==> config.mk <==
export PLATFORM = sky130hd
export DESIGN_NAME = minmax_scan_ctrl
export DESIGN_NICKNAME = d
export VERILOG_FILES = /design/src/rtl/minmax_scan_ctrl_pkg.sv /design/src/rtl/minmax_scan_ctrl_minmax.sv /design/src/rtl/minmax_scan_ctrl.sv
export SDC_FILE = /design/constraint.sdc
export NUM_CORES = 1
export LEC_CHECK = 0
export BUFFER_PORTS_ARGS = -buffer_cell sky130_fd_sc_hd__buf_2
export CORE_ASPECT_RATIO = 0.6
export CORE_MARGIN = 2
export CORE_UTILIZATION = 33
export CTS_BUF_LIST = sky130_fd_sc_hd__clkbuf_4 sky130_fd_sc_hd__clkbuf_8
export DETAILED_ROUTE_END_ITERATION = 10
export MAX_ROUTING_LAYER = met4
export PLACE_DENSITY = 0.52
export SLEW_MARGIN = 20
export SYNTH_ARGS = -nofsm -noshare
export SYNTH_HDL_FRONTEND = slang
export SYNTH_SLANG_ARGS = --single-unit
==> constraint.sdc <==
create_clock -name clk -period 3.95 [get_ports clk]
set_clock_uncertainty 0.15 [all_clocks]
set_input_delay 0.5925 -clock clk [delete_from_list [all_inputs] [get_ports clk]]
set_output_delay 0.5925 -clock clk [all_outputs]
set_load 0.005 [all_outputs]
==> src/rtl/minmax_scan_ctrl_pkg.sv <==
// Shared encodings for the arg-reduction scan controllers (KNN/FPS).
package minmax_scan_ctrl_pkg;

  typedef enum logic [1:0] {
    IDLE = 2'd0,
    SCAN = 2'd1,
    DONE = 2'd2
  } state_t;

  localparam int MODE_MIN = 0;
  localparam int MODE_MAX = 1;

endpackage

==> src/rtl/minmax_scan_ctrl_minmax.sv <==
// Combinational min/max over the PORT elements of one beat; lowest index wins ties.
module minmax_scan_ctrl_minmax
  import minmax_scan_ctrl_pkg::*;
#(
  parameter int DATA_WIDTH = 16,
  parameter int PORT       = 4,
  parameter int MINMAX     = MODE_MIN,
  localparam int LW        = $clog2(PORT)
) (
  input  logic [DATA_WIDTH*PORT-1:0] dat,
  output logic [DATA_WIDTH-1:0]      local_val,
  output logic [LW-1:0]              local_idx
);

  logic [DATA_WIDTH-1:0] elem;

  always_comb begin
    local_val = dat[DATA_WIDTH-1:0];
    local_idx = '0;
    elem      = '0;
    for (int j = 1; j < PORT; j++) begin
      elem = dat[DATA_WIDTH*j +: DATA_WIDTH];
      // strict compare keeps the earlier element on equality
      if ((MINMAX == MODE_MIN) ? (elem < local_val) : (elem > local_val)) begin
        local_val = elem;
        local_idx = LW'(j);
      end
    end
  end

endmodule

==> src/rtl/minmax_scan_ctrl.sv <==
// Streams CFG_NUM beats through the MINMAX unit and holds the global min/max and index until consumed.
module minmax_scan_ctrl
  import minmax_scan_ctrl_pkg::*;
#(
  parameter int DATA_WIDTH = 16,
  parameter int PORT       = 4,
  parameter int MINMAX     = MODE_MIN,
  parameter int CNT_WIDTH  = 12,
  parameter int IDX_WIDTH  = CNT_WIDTH + $clog2(PORT)
) (
  input  logic                       clk,
  input  logic                       rst_n,
  input  logic                       CFG_START,
  input  logic [CNT_WIDTH-1:0]       CFG_NUM,
  output logic                       CFG_RDY,
  input  logic                       IN_VLD,
  output logic                       IN_RDY,
  input  logic [DATA_WIDTH*PORT-1:0] IN_DAT,
  output logic                       OUT_VLD,
  input  logic                       OUT_RDY,
  output logic [DATA_WIDTH-1:0]      OUT_VALUE,
  output logic [IDX_WIDTH-1:0]       OUT_IDX,
  output logic                       BUSY
);

  localparam int LW = $clog2(PORT);

  state_t                state_q, state_d;
  logic [CNT_WIDTH-1:0]  num_q, cnt_q;
  logic [DATA_WIDTH-1:0] best_val;
  logic [IDX_WIDTH-1:0]  best_idx;
  logic [DATA_WIDTH-1:0] local_val;
  logic [LW-1:0]         local_idx;
  logic                  start_ok, accept, last_beat, better;

  minmax_scan_ctrl_minmax #(
    .DATA_WIDTH(DATA_WIDTH),
    .PORT      (PORT),
    .MINMAX    (MINMAX)
  ) u_minmax (
    .dat      (IN_DAT),
    .local_val(local_val),
    .local_idx(local_idx)
  );

  assign start_ok  = (state_q == IDLE) && CFG_START && (CFG_NUM != '0);
  assign accept    = IN_VLD && IN_RDY;
  assign last_beat = (cnt_q == num_q - CNT_WIDTH'(1));
  assign better    = (MINMAX == MODE_MIN) ? (local_val < best_val) : (local_val > best_val);

  always_comb begin
    state_d = state_q;
    CFG_RDY = 1'b0;
    IN_RDY  = 1'b0;
    OUT_VLD = 1'b0;
    BUSY    = 1'b0;
    case (state_q)
      IDLE: begin
        CFG_RDY = 1'b1;
        if (start_ok) state_d = SCAN;
      end
      SCAN: begin
        IN_RDY = 1'b1;
        BUSY   = 1'b1;
        if (accept && last_beat) state_d = DONE;
      end
      DONE: begin
        OUT_VLD = 1'b1;
        BUSY    = 1'b1;
        if (OUT_RDY) state_d = IDLE;
      end
      default: state_d = IDLE;
    endcase
  end

  always_ff @(posedge clk or negedge rst_n) begin
    if (!rst_n) begin
      state_q  <= IDLE;
      num_q    <= '0;
      cnt_q    <= '0;
      best_val <= '0;
      best_idx <= '0;
    end else begin
      state_q <= state_d;
      if (start_ok) begin
        num_q <= CFG_NUM;
        cnt_q <= '0;
      end
      if (accept) begin
        cnt_q <= cnt_q + CNT_WIDTH'(1);
        // first beat seeds the running best; later beats need a strict win
        if ((cnt_q == '0) || better) begin
          best_val <= local_val;
          best_idx <= IDX_WIDTH'({cnt_q, local_idx});
        end
      end
    end
  end

  assign OUT_VALUE = best_val;
  assign OUT_IDX   = best_idx;

endmodule
* Word-level counts from Yosys, hierarchy flattened *
Cells that the tools add are included.

word-level totals
  register bits after elaboration = 56
  bits of input ports = 81
  output and inout bits = 34
  logic and storage cells = 45

operators by class
  add/sub/neg operators = 2
  order comparisons = 4
  eq/ne operators = 6
  mux-type cells = 16
  reductions and logical operators = 12

operators with widths
  operator                                                                count
  16-bit < comparator                                                     4
  16-bit two-way mux                                                      3
  12-bit two-way mux                                                      2
  12-bit by 1-bit adder with 12-bit output (second input constant)        1
  12-bit equality test                                                    1
  12-bit zero test                                                        1
  12-bit nonzero test                                                     1
  12-bit by 1-bit subtractor with 12-bit output (second input constant)   1
  2-bit two-way mux                                                       5
  2-bit inequality test (second input constant)                           3
  2-bit one-hot mux with 3 select lines                                   1
  1-bit two-way mux                                                       5
  1-bit logical AND                                                       4
  3-bit AND reduction                                                     1
  2-bit by 1-bit equality test with 1-bit output (second input constant)  1
  2-bit equality test (second input constant)                             1
  2-bit zero test                                                         1
  2-bit AND reduction                                                     1
  2-bit nonzero test                                                      1
  2-bit OR reduction                                                      1
  1-bit logical OR                                                        1

* Longest topological paths before layout *
Gate-level depths: netlist (run 1).

  depth in word-level cells = 9
  mapped depth = 40
  gate-level depth less buffers = 35

* Cells and area by module *
A second synthesis (run 1) with hierarchy kept.

unflattened totals
  cell total of the unflattened synthesis = 537
  area total of the unflattened synthesis = 5,053.6 um^2

modules (own cells, without submodules)
  module                   instances  cells each  area each (um^2)  sequential area each (um^2)
  minmax_scan_ctrl         1          306         3,153.0           1,401.3
  minmax_scan_ctrl_minmax  1          231         1,900.6           0.0

* Least setup slack after synthesis (run 1) *
Ideal clock, no wire load.

  path type = input-to-reg
  start point = input IN_DAT[11]
  end point = register best_idx[0], in the netlist OUT_IDX[0]
  library setup time = 125 ps
  arrival time = 8,271 ps
  data required time = 3,675 ps
  path slack = -4,596 ps
  stages = 39
  buffers on the path = 5
  cell sequence = inv_1 ha_1 nand4_1 a211oi_1 a32oi_2 nand2_2 buf_1 mux2i_1 ha_1 and3_1 nand4_1 nor4_1 and4bb_1 o21ai_1 clkbuf_1 nand2_1 o21ai_0 ha_1 [3 not listed] o21ai_0 o21bai_1 a311o_1 buf_6 buf_4 mux2i_1 ha_1 and3_1 a221o_1 a21oi_1 nor2b_1 o21ai_1 nand2b_1 a2111oi_0 nand2_1 o2bb2ai_1 buf_6 mux2_4

between the ends
  word-level cells in the longest chain between the ends = 9

RTL lines
  item                                    RTL line                       text
  from (decl)                             minmax_scan_ctrl.sv:18         input logic [DATA_WIDTH*PORT-1:0] IN_DAT,
  16-bit < comparator                     minmax_scan_ctrl_minmax.sv:24  if ((MINMAX == MODE_MIN) ? (elem < local_val) : (elem > local_val)) begin
  16-bit two-way mux *                    minmax_scan_ctrl_minmax.sv:24
  16-bit < comparator                     minmax_scan_ctrl_minmax.sv:24
  16-bit two-way mux *                    minmax_scan_ctrl_minmax.sv:24
  16-bit < comparator                     minmax_scan_ctrl_minmax.sv:24
  16-bit two-way mux *                    minmax_scan_ctrl_minmax.sv:24
  named net local_val[11]                 minmax_scan_ctrl.sv:32         logic [DATA_WIDTH-1:0] local_val;
  16-bit < comparator *                   minmax_scan_ctrl.sv:49         assign better = (MINMAX == MODE_MIN) ? (local_val < best_val) : (local_val > best_val);
  1-bit logical OR *                      minmax_scan_ctrl.sv:92         if ((cnt_q == '0) || better) begin
  2-bit AND reduction (no source line) *  n/a
  to (signal assigned)                    minmax_scan_ctrl.sv:94         best_idx <= IDX_WIDTH'({cnt_q, local_idx});
  to (decl)                               minmax_scan_ctrl.sv:31         logic [IDX_WIDTH-1:0] best_idx;

The timed path passes the listed nets; every way through them passes the cells marked *.
A chain may end at the register's enable or synchronous reset.

* Final worst setup path (run 1) *
  start point = input IN_DAT[15]
  end point = register best_idx[0], in the netlist OUT_IDX[0]

Same word-level chain as after synthesis.

==> reports/metrics.csv, run 1 <==
stage;metric;value;unit
worst_setup_path;Worst Path Max Fanout;8;
die;row count;34;
cts;Clock Sinks;56;
layout;post-route cell area;0.00770;mm^2
cts;clock latency on the worst-skew pair;0.32;ns
yosys;number of synthesized flops with an enable pin;0;
power_and_ir_drop;leakage power;3.87;nW
power_and_ir_drop;peak supply drop;0.226;mV
cts;clock buffer depth;2;
die;die height;99.5;um
sta;Final Max Slew Viols;0;
layout;commonest cells after routing, fill and taps aside;buf_4, buf_2, inv_1;
layout;commonest non-fill, non-tap cell in the layout;buf_4;
sta;post-route minimum period;8.14;ns
die;core area;0.0147;mm^2
placed_design;routability cong.;0.920;
power_and_ir_drop;PwrDens;494;mW/mm^2
yosys;FF+latch count, synth;56;
layout;Non-Filler Instances;997;
yosys;YS warnings;0;
layout;fill count;1355;
grt;vias in the first global route;4793;
layout;Layout area overhead;53.4;%
worst_setup_path;critical path arrival;8.20;ns
placed_design;placed cell area;0.00668;mm^2
sta;Worst-Margin Slew;0.644;ns
grt;initial antenna violation count;0;
grt;largest net degree at the start of global routing;31;
grt;GR peak layer;met1;
sta;Hold Vio Cnt, Final;0;
placed_design;placed cells;960;
detailed_routing;Final ANT Viol Nets;0;
sta;fmax;123;MHz
yosys;Avg Synthesized Cell Area;9.13;um^2
cts;Clock Root Buffer;clkbuf_8;
grt;met1 usage;30.6;%
cts;CTS tree;yes;
grt;met3 Use GR;2.79;%
run_status;status;finished with violations;
run;max-cap violations;0;
sta;Setup violations, final;30;
worst_hold_path;Hold Crit Class;in -> async;
sta;PnR worst setup slack;-4.19;ns
yosys;Synth Instances;550;
yosys;ys async rst share;100;%
run_status;violated checks;negative setup slack;
yosys;Syn Std Cell Area;0.00502;mm^2
detailed_routing;WL final;16400;um
grt;M2 GR Usage;29.1;%
power_and_ir_drop;total power;3.81;mW
layout;ratio of cells with drive above 1 in the final layout;46.8;%
worst_setup_path;Worst setup SP type;input pin;
grt;first-pass GRT wire length;25100;um
detailed_routing;Post-route DRC;0;
layout;# diodes;0;
detailed_routing;wire length per cell;16.5;um
layout;register area;0.00140;mm^2
detailed_routing;vias per inst;5.01;
detailed_routing;Initial DRC Count;355;
die;Starting Density;34.2;%
sta;Slew Limit Headroom;57.0;%
grt;GRT Total Usage;20.2;%
worst_setup_path;critical path's slowest cell;a221oi_4;
placed_design;hpwl dp;13000;um
sta;period utilisation layout;206;%
worst_setup_path;critical path endpoint category;flop;
yosys;Post-Synthesis Net Count;695;
layout;Multi-input gate area;0.00386;mm^2
worst_setup_path;Worst Setup Path Type;in -> reg;
sta;RSZ-0062 raised after global routing;yes;
grt;remaining global-route overflow;0;
detailed_routing;total number of vias;4995;
yosys;sequential fraction of the synthesis area;27.9;%
yosys;Post-synth top flop;dfrtp_1;
die;Chip Width;163;um
worst_setup_path;CP max stage delay;0.39;ns
placed_design;Buffers on Ports;114;
worst_setup_path;CP top delay family;compound AO/OA/AOI/OAI gates;
cts;CTS buffer count;5;
yosys;Distinct cells, synth;63;
cts;H-tree Lvls;2;
cts;Reg clk slew, reported paths;0.10;ns
die;die area;0.0163;mm^2
die;I/O pins;115;
layout;Layout Nets;943;
detailed_routing;DRT Pass-1 Iters;5;
worst_setup_path;buffer and inverter count on the worst path;6;
worst_setup_path;Critical Path RT;4.01;ns
synth_stat cells (2+ instances only):
master	count	area [um^2]
inv_1	68	255
ha_1	64	801
dfrtp_1	56	1400
nand2_1	53	199
mux2i_1	43	430
o21ai_0	41	205
a21oi_1	21	105
mux2_4	19	285
nor2_1	19	71.3
mux2_2	12	135
xnor2_1	12	105
a21o_1	11	82.6
nand4_1	11	68.8
and3_1	10	62.6
nor4_1	10	62.6
xor2_1	8	70.1
clkbuf_1	7	26.3
nor2b_1	6	37.5
o21ai_1	6	30.0
nor3_1	5	25.0
a31oi_1	4	25.0
nand2b_1	4	25.0
nand3_1	4	20.0
a211oi_1	3	22.5
and2_1	3	18.8
buf_6	3	33.8
o31ai_1	3	22.5
o41ai_1	3	26.3
a221o_1	2	20.0
and3b_1	2	17.5
buf_4	2	15.0
maj3_1	2	20.0
nor3b_1	2	15.0
or3_1	2	12.5
path summary, 6_finish.rpt:
kind	startpoint	endpoint	slack, ns	depth (start not counted)
setup / recovery	IN_DAT[15]	OUT_IDX[0]	-4.19	38
hold / removal	rst_n	num_q[9]	0.13	1
setup reg to reg	OUT_VALUE[11]	OUT_IDX[0]	0.73	13
hold reg to reg	OUT_IDX[1]	OUT_IDX[1]	0.37	1
max in group asynchronous	rst_n	OUT_VALUE[2]	2.68	2
min in group clk	CFG_NUM[1]	num_q[1]	0.35	3
report_power, final:
group / switching [mW] / internal (mW) / total, mW
clock: 0.194 / 0.224 / 0.419
sequential: 0.203 / 0.759 / 0.962
combinational: 1.09 / 1.34 / 2.43
total: 1.49 / 2.32 / 3.81
flip-flops by register name (all words and copies together), names as in the netlist:
register / count
OUT_IDX: 14
OUT_VALUE: 16
cnt_q: 12
num_q: 12
state_q: 2
timing repair:
action / in CTS / in global routing
cloned: 2 / 2
endpoints found under the setup margin: 30 / 30
resized for setup: 77 / 65
hold buffers: 0 / 0
pin swaps: 9 / 54
setup buffers: 14 / 14
worst register-to-register path, stage by stage, from the launching register on:
cell,delay [ns]
dfrtp_1,0.41
inv_1,0.07
ha_1,0.31
and3_4,0.19
a221o_1,0.32
a21oi_2,0.15
nor2b_1,0.05
o21ai_1,0.12
nand2b_1,0.12
a2111oi_4,0.38
nand2_1,0.15
o2bb2ai_4,0.19
clkbuf_16,0.21
mux2_4,0.30
cell families (layout without fill, tap and decap cells):
| group | after synthesis | count (layout) | synth area share [%] |
|---|---|---|---|
| simple gates | 139 | 139 | 14.2 |
| compound gates | 112 | 112 | 14.2 |
| buf+inv | 82 | 331 | 6.73 |
| mux | 75 | 75 | 17.2 |
| fa+ha+maj | 66 | 66 | 16.3 |
| flops | 56 | 56 | 27.9 |
| xor+xnor | 20 | 20 | 3.49 |
per-layer routing:
metal | part of all wire (%) | vias to the layer above
met2 | 43 | 143
met5 | 0 | -
met1 | 51 | 2368
met4 | 1.1 | 0
met3 | 5.4 | 14
li1 | - | 2470
metrics by stage:
| step | setup slack (ns) | TNS, ns | hold WS [ns] | utilization (%) |
|---|---|---|---|---|
| floorplan | -3.88 | -113.83 | 0.147 | - |
| CTS | -3.95 | -115.79 | 0.152 | 49.7 |
| finish | -4.19 | -122.37 | 0.130 | 52.5 |
| detailed placement | -4.71 | -139.30 | 0.345 | 45.5 |
| global route | -4.57 | -133.60 | 0.173 | 52.5 |
| global placement | -4.38 | -129.72 | 0.342 | 45.5 |
final cells by class:
cell class	instances	share of cell area (%)
inverter	69	3.49
multi-input combinational	412	50.2
timing repair buffer	254	23.3
sequential	56	18.2
clock inverter	1	0.390
tap	198	3.22
clock buffer	7	1.25
Note: power is estimated with default switching activity, not from simulation.
==> inputs of run 2 (changes only) <==
--- a/config.mk
+++ b/config.mk
@@ -5,6 +5,7 @@
 export SDC_FILE = /design/constraint.sdc
 export NUM_CORES = 1
 export LEC_CHECK = 0
+export ABC_AREA = 1
 export BUFFER_PORTS_ARGS = -buffer_cell sky130_fd_sc_hd__buf_2
 export CORE_ASPECT_RATIO = 0.6
 export CORE_MARGIN = 2
@@ -12,7 +13,7 @@
 export CTS_BUF_LIST = sky130_fd_sc_hd__clkbuf_4 sky130_fd_sc_hd__clkbuf_8
 export DETAILED_ROUTE_END_ITERATION = 10
 export MAX_ROUTING_LAYER = met4
-export PLACE_DENSITY = 0.52
+export PLACE_DENSITY = 0.53
 export SLEW_MARGIN = 20
 export SYNTH_ARGS = -nofsm -noshare
 export SYNTH_HDL_FRONTEND = slang
==> run 2 against run 1 <==
Net effect: critical path depth increased by 3; core utilization increased by 0.53 points; cell count increased by 11%; sequential share of layout area increased by 0.25 points; the flow still finishes with violations (negative setup slack); first-iteration DRC count decreased by 3.9%; flip-flop and latch count unchanged; register-to-register slack got worse by 0.25 ns; clock power about the same; highest routed layer unchanged.
==> reports/metrics.csv, run 2 <==
stage;metric;value;unit;change
grt;remaining global-route overflow;0;;unchanged
placed_design;Buffers on Ports;114;;unchanged
power_and_ir_drop;PwrDens;523;mW/mm^2;+5.8%
yosys;Post-Synthesis Net Count;826;;+19%
worst_setup_path;buffer and inverter count on the worst path;8;;+2
sta;PnR worst setup slack;-2.22;ns;+1.97 ns
cts;CTS tree;yes;;
worst_setup_path;Critical Path RT;4.02;ns;about the same
power_and_ir_drop;total power;3.97;mW;+4.3%
detailed_routing;total number of vias;5379;;+7.7%
run;max-cap violations;0;;unchanged
detailed_routing;Post-route DRC;0;;unchanged
worst_setup_path;CP max stage delay;0.32;ns;-0.07 ns
yosys;Syn Std Cell Area;0.00480;mm^2;-4.4%
yosys;Avg Synthesized Cell Area;7.05;um^2;-23%
die;die area;0.0156;mm^2;-4.3%
yosys;Post-synth top flop;dfrtp_1;;
die;die height;97.4;um;-2.1%
placed_design;routability cong.;0.893;;-3.0%
detailed_routing;Initial DRC Count;341;;-3.9%
worst_setup_path;Worst setup SP type;input pin;;
layout;Non-Filler Instances;1111;;+11%
die;row count;34;;unchanged
layout;Layout area overhead;58.3;%;
sta;period utilisation layout;156;%;-50 points
layout;Layout Nets;1057;;+12%
yosys;number of synthesized flops with an enable pin;0;;unchanged
sta;hold_ws;0.162;ns;+0.0318 ns
layout;ratio of cells with drive above 1 in the final layout;42.9;%;-3.9 points
grt;vias in the first global route;5181;;+8.1%
worst_setup_path;R2R cell count;14;;+1
worst_setup_path;R2R setup slack;0.48;ns;-0.25 ns
cts;Clock Root Buffer;clkbuf_8;;
placed_design;hpwl dp;11800;um;-9.5%
placed_design;placed cells;1065;;+11%
yosys;ys async rst share;100;%;unchanged
yosys;top cells by instance count after synthesis;nand2_1, inv_1, ha_1;;
sta;RSZ-0062 raised after global routing;yes;;
worst_setup_path;r2r startpoint;state_q[1];;
layout;Largest register FFs;16;;unchanged
sta;fmax;162;MHz;+32%
power_and_ir_drop;peak supply drop;0.237;mV;+4.6%
cts;H-tree Lvls;2;;unchanged
cts;clock buffer depth;2;;unchanged
worst_setup_path;Reg-to-Reg End;state_q[1];;
sta;Setup TNS;-66.24;ns;+56.13 ns
sta;Slew Limit Headroom;52.4;%;-4.6 points
worst_setup_path;critical path endpoint category;flop;;
worst_setup_path;critical path arrival;6.24;ns;-1.96 ns
yosys;YS warnings;0;;unchanged
yosys;Yosys top cell area share;29.2;%;+1.3 points
yosys;main combinational cell family by area after synthesis;simple AND/OR/NAND/NOR gates;;
worst_hold_path;Hold Crit Class;in -> async;;
yosys;FF+latch count, synth;56;;unchanged
run_status;status;finished with violations;;
cts;CTS buffer count;5;;unchanged
worst_setup_path;WP depth;41;;+7.9%
yosys;post-synthesis compound-gate area fraction;13.2;%;-1.0 points
sta;post-route minimum period;6.17;ns;-1.97 ns
detailed_routing;wire length per cell;14.7;um;-11%
worst_setup_path;critical path's slowest cell;a2111oi_4;;
cts;Reg clk slew, reported paths;0.10;ns;about the same
layout;commonest non-fill, non-tap cell in the layout;nand2_1;;
placed_design;dpl ws;-2.81;ns;+1.90 ns
worst_setup_path;Worst Setup Path Type;in -> reg;;
sta;Hold Vio Cnt, Final;0;;unchanged
grt;first-pass GRT wire length;25500;um;+1.7%
grt;GRT Total Usage;20.7;%;+0.44 points
yosys;simple-gate portion of the synthesized area;29.3;%;+15 points
sta;Worst-Margin Slew;0.714;ns;+0.0698 ns
die;Starting Density;33.5;%;-0.73 points
grt;initial antenna violation count;0;;unchanged
detailed_routing;vias per inst;4.84;;-3.4%
yosys;largest cells by area after synthesis;dfrtp_1, ha_1, nand2_1;;
worst_setup_path;CP top delay family;simple AND/OR/NAND/NOR gates;;
yosys;Yosys top cell by area;dfrtp_1;;
yosys;post-synthesis mux area share;0;%;-17 points
sta;Setup violations, final;30;;unchanged
run_status;violated checks;negative setup slack;;
power_and_ir_drop;leakage power;3.82;nW;-1.2%
die;core area;0.0143;mm^2;-2.3%
yosys;Synth Instances;681;;+24%
die;Chip Width;160;um;-2.2%
layout;post-route cell area;0.00760;mm^2;-1.3%
yosys;adder-cell share of the synthesized area;16.7;%;+0.34 points
die;I/O pins;115;;unchanged
yosys;sequential fraction of the synthesis area;29.2;%;+1.3 points
detailed_routing;Final ANT Viol Nets;0;;unchanged
layout;commonest cells after routing, fill and taps aside;nand2_1, buf_4, buf_2;;
layout;# diodes;0;;unchanged
worst_setup_path;Setup crit start;IN_DAT[11];;
layout;final core utilization;53.0;%;+0.53 points
worst_setup_path;Worst Path Max Fanout;8;;unchanged
grt;largest net degree at the start of global routing;42;;+35%
cts;clock latency on the worst-skew pair;0.32;ns;about the same
placed_design;placed cell area;0.00634;mm^2;-5.1%
detailed_routing;WL final;16400;um;-0.44%
sta;Final Max Slew Viols;0;;unchanged
yosys;Distinct cells, synth;38;;-40%
cts;Clock Sinks;56;;unchanged
worst_setup_path;Worst setup endpoint;OUT_IDX[9];;
yosys;xor-xnor portion of the synthesized cell area;2.55;%;-0.93 points
yosys;most common cell in the netlist;nand2_1;;
detailed_routing;DRT Pass-1 Iters;5;;unchanged
==> run 2: worst min-delay path by stage <==
| stage | slack (ns) | endpoint | cells past startpoint |
|---|---|---|---|
| global placement | 0.31 | OUT_IDX[4] | 2 |
| global route | 0.22 | num_q[11] | 1 |
| floorplan | 0.15 | OUT_IDX[0] | 0 |
| CTS | 0.19 | num_q[9] | 1 |
| finish | 0.16 | num_q[9] | 1 |
| detailed placement | 0.31 | OUT_IDX[4] | 2 |
==> run 2: where the power goes <==
group / switching, mW / internal, mW / leakage [nW]
combinational: 1.36 / 1.24 / 3.03
sequential: 0.186 / 0.768 / 0.728
clock: 0.195 / 0.224 / 0.0645
total: 1.74 / 2.23 / 3.82
==> run 2: cell type report <==
class	count	area (um^2)
clock buffers	7	96.3
clock inverters	1	30.0
fillers	1348	6740
inverters	83	344
multi-input cells	525	3650
flip-flops and latches	56	1400
well taps	198	248
repair buffers	240	1810
repair inverters	1	8.76
==> run 2: cell families after synthesis <==
kind of cell             count (synthesis)
AO/OA/AOI/OAI                          113
XOR/XNOR                                14
adder cells (fa/ha/maj)                 64
buffers and inverters                  102
flip-flops                              56
AND/OR/NAND/NOR                        332
==> run 2: per-layer routing <==
metal | up-vias | part of all wire (%) | GRT usage (%)
met1 | 2531 | 53 | 30.9
met4 | 0 | 0.64 | 2.38
met5 | - | 0 | -
met2 | 128 | 42 | 30.3
li1 | 2712 | - | -
met3 | 8 | 4.7 | 3.03
==> run 2: timing repair <==
item / CTS / global route
hold buffers: 0 / 0
setup endpoints to repair: 30 / 30
setup buffers: 6 / 22
cloned: 5 / 5
pin swaps: 6 / 32
resized for setup: 56 / 122
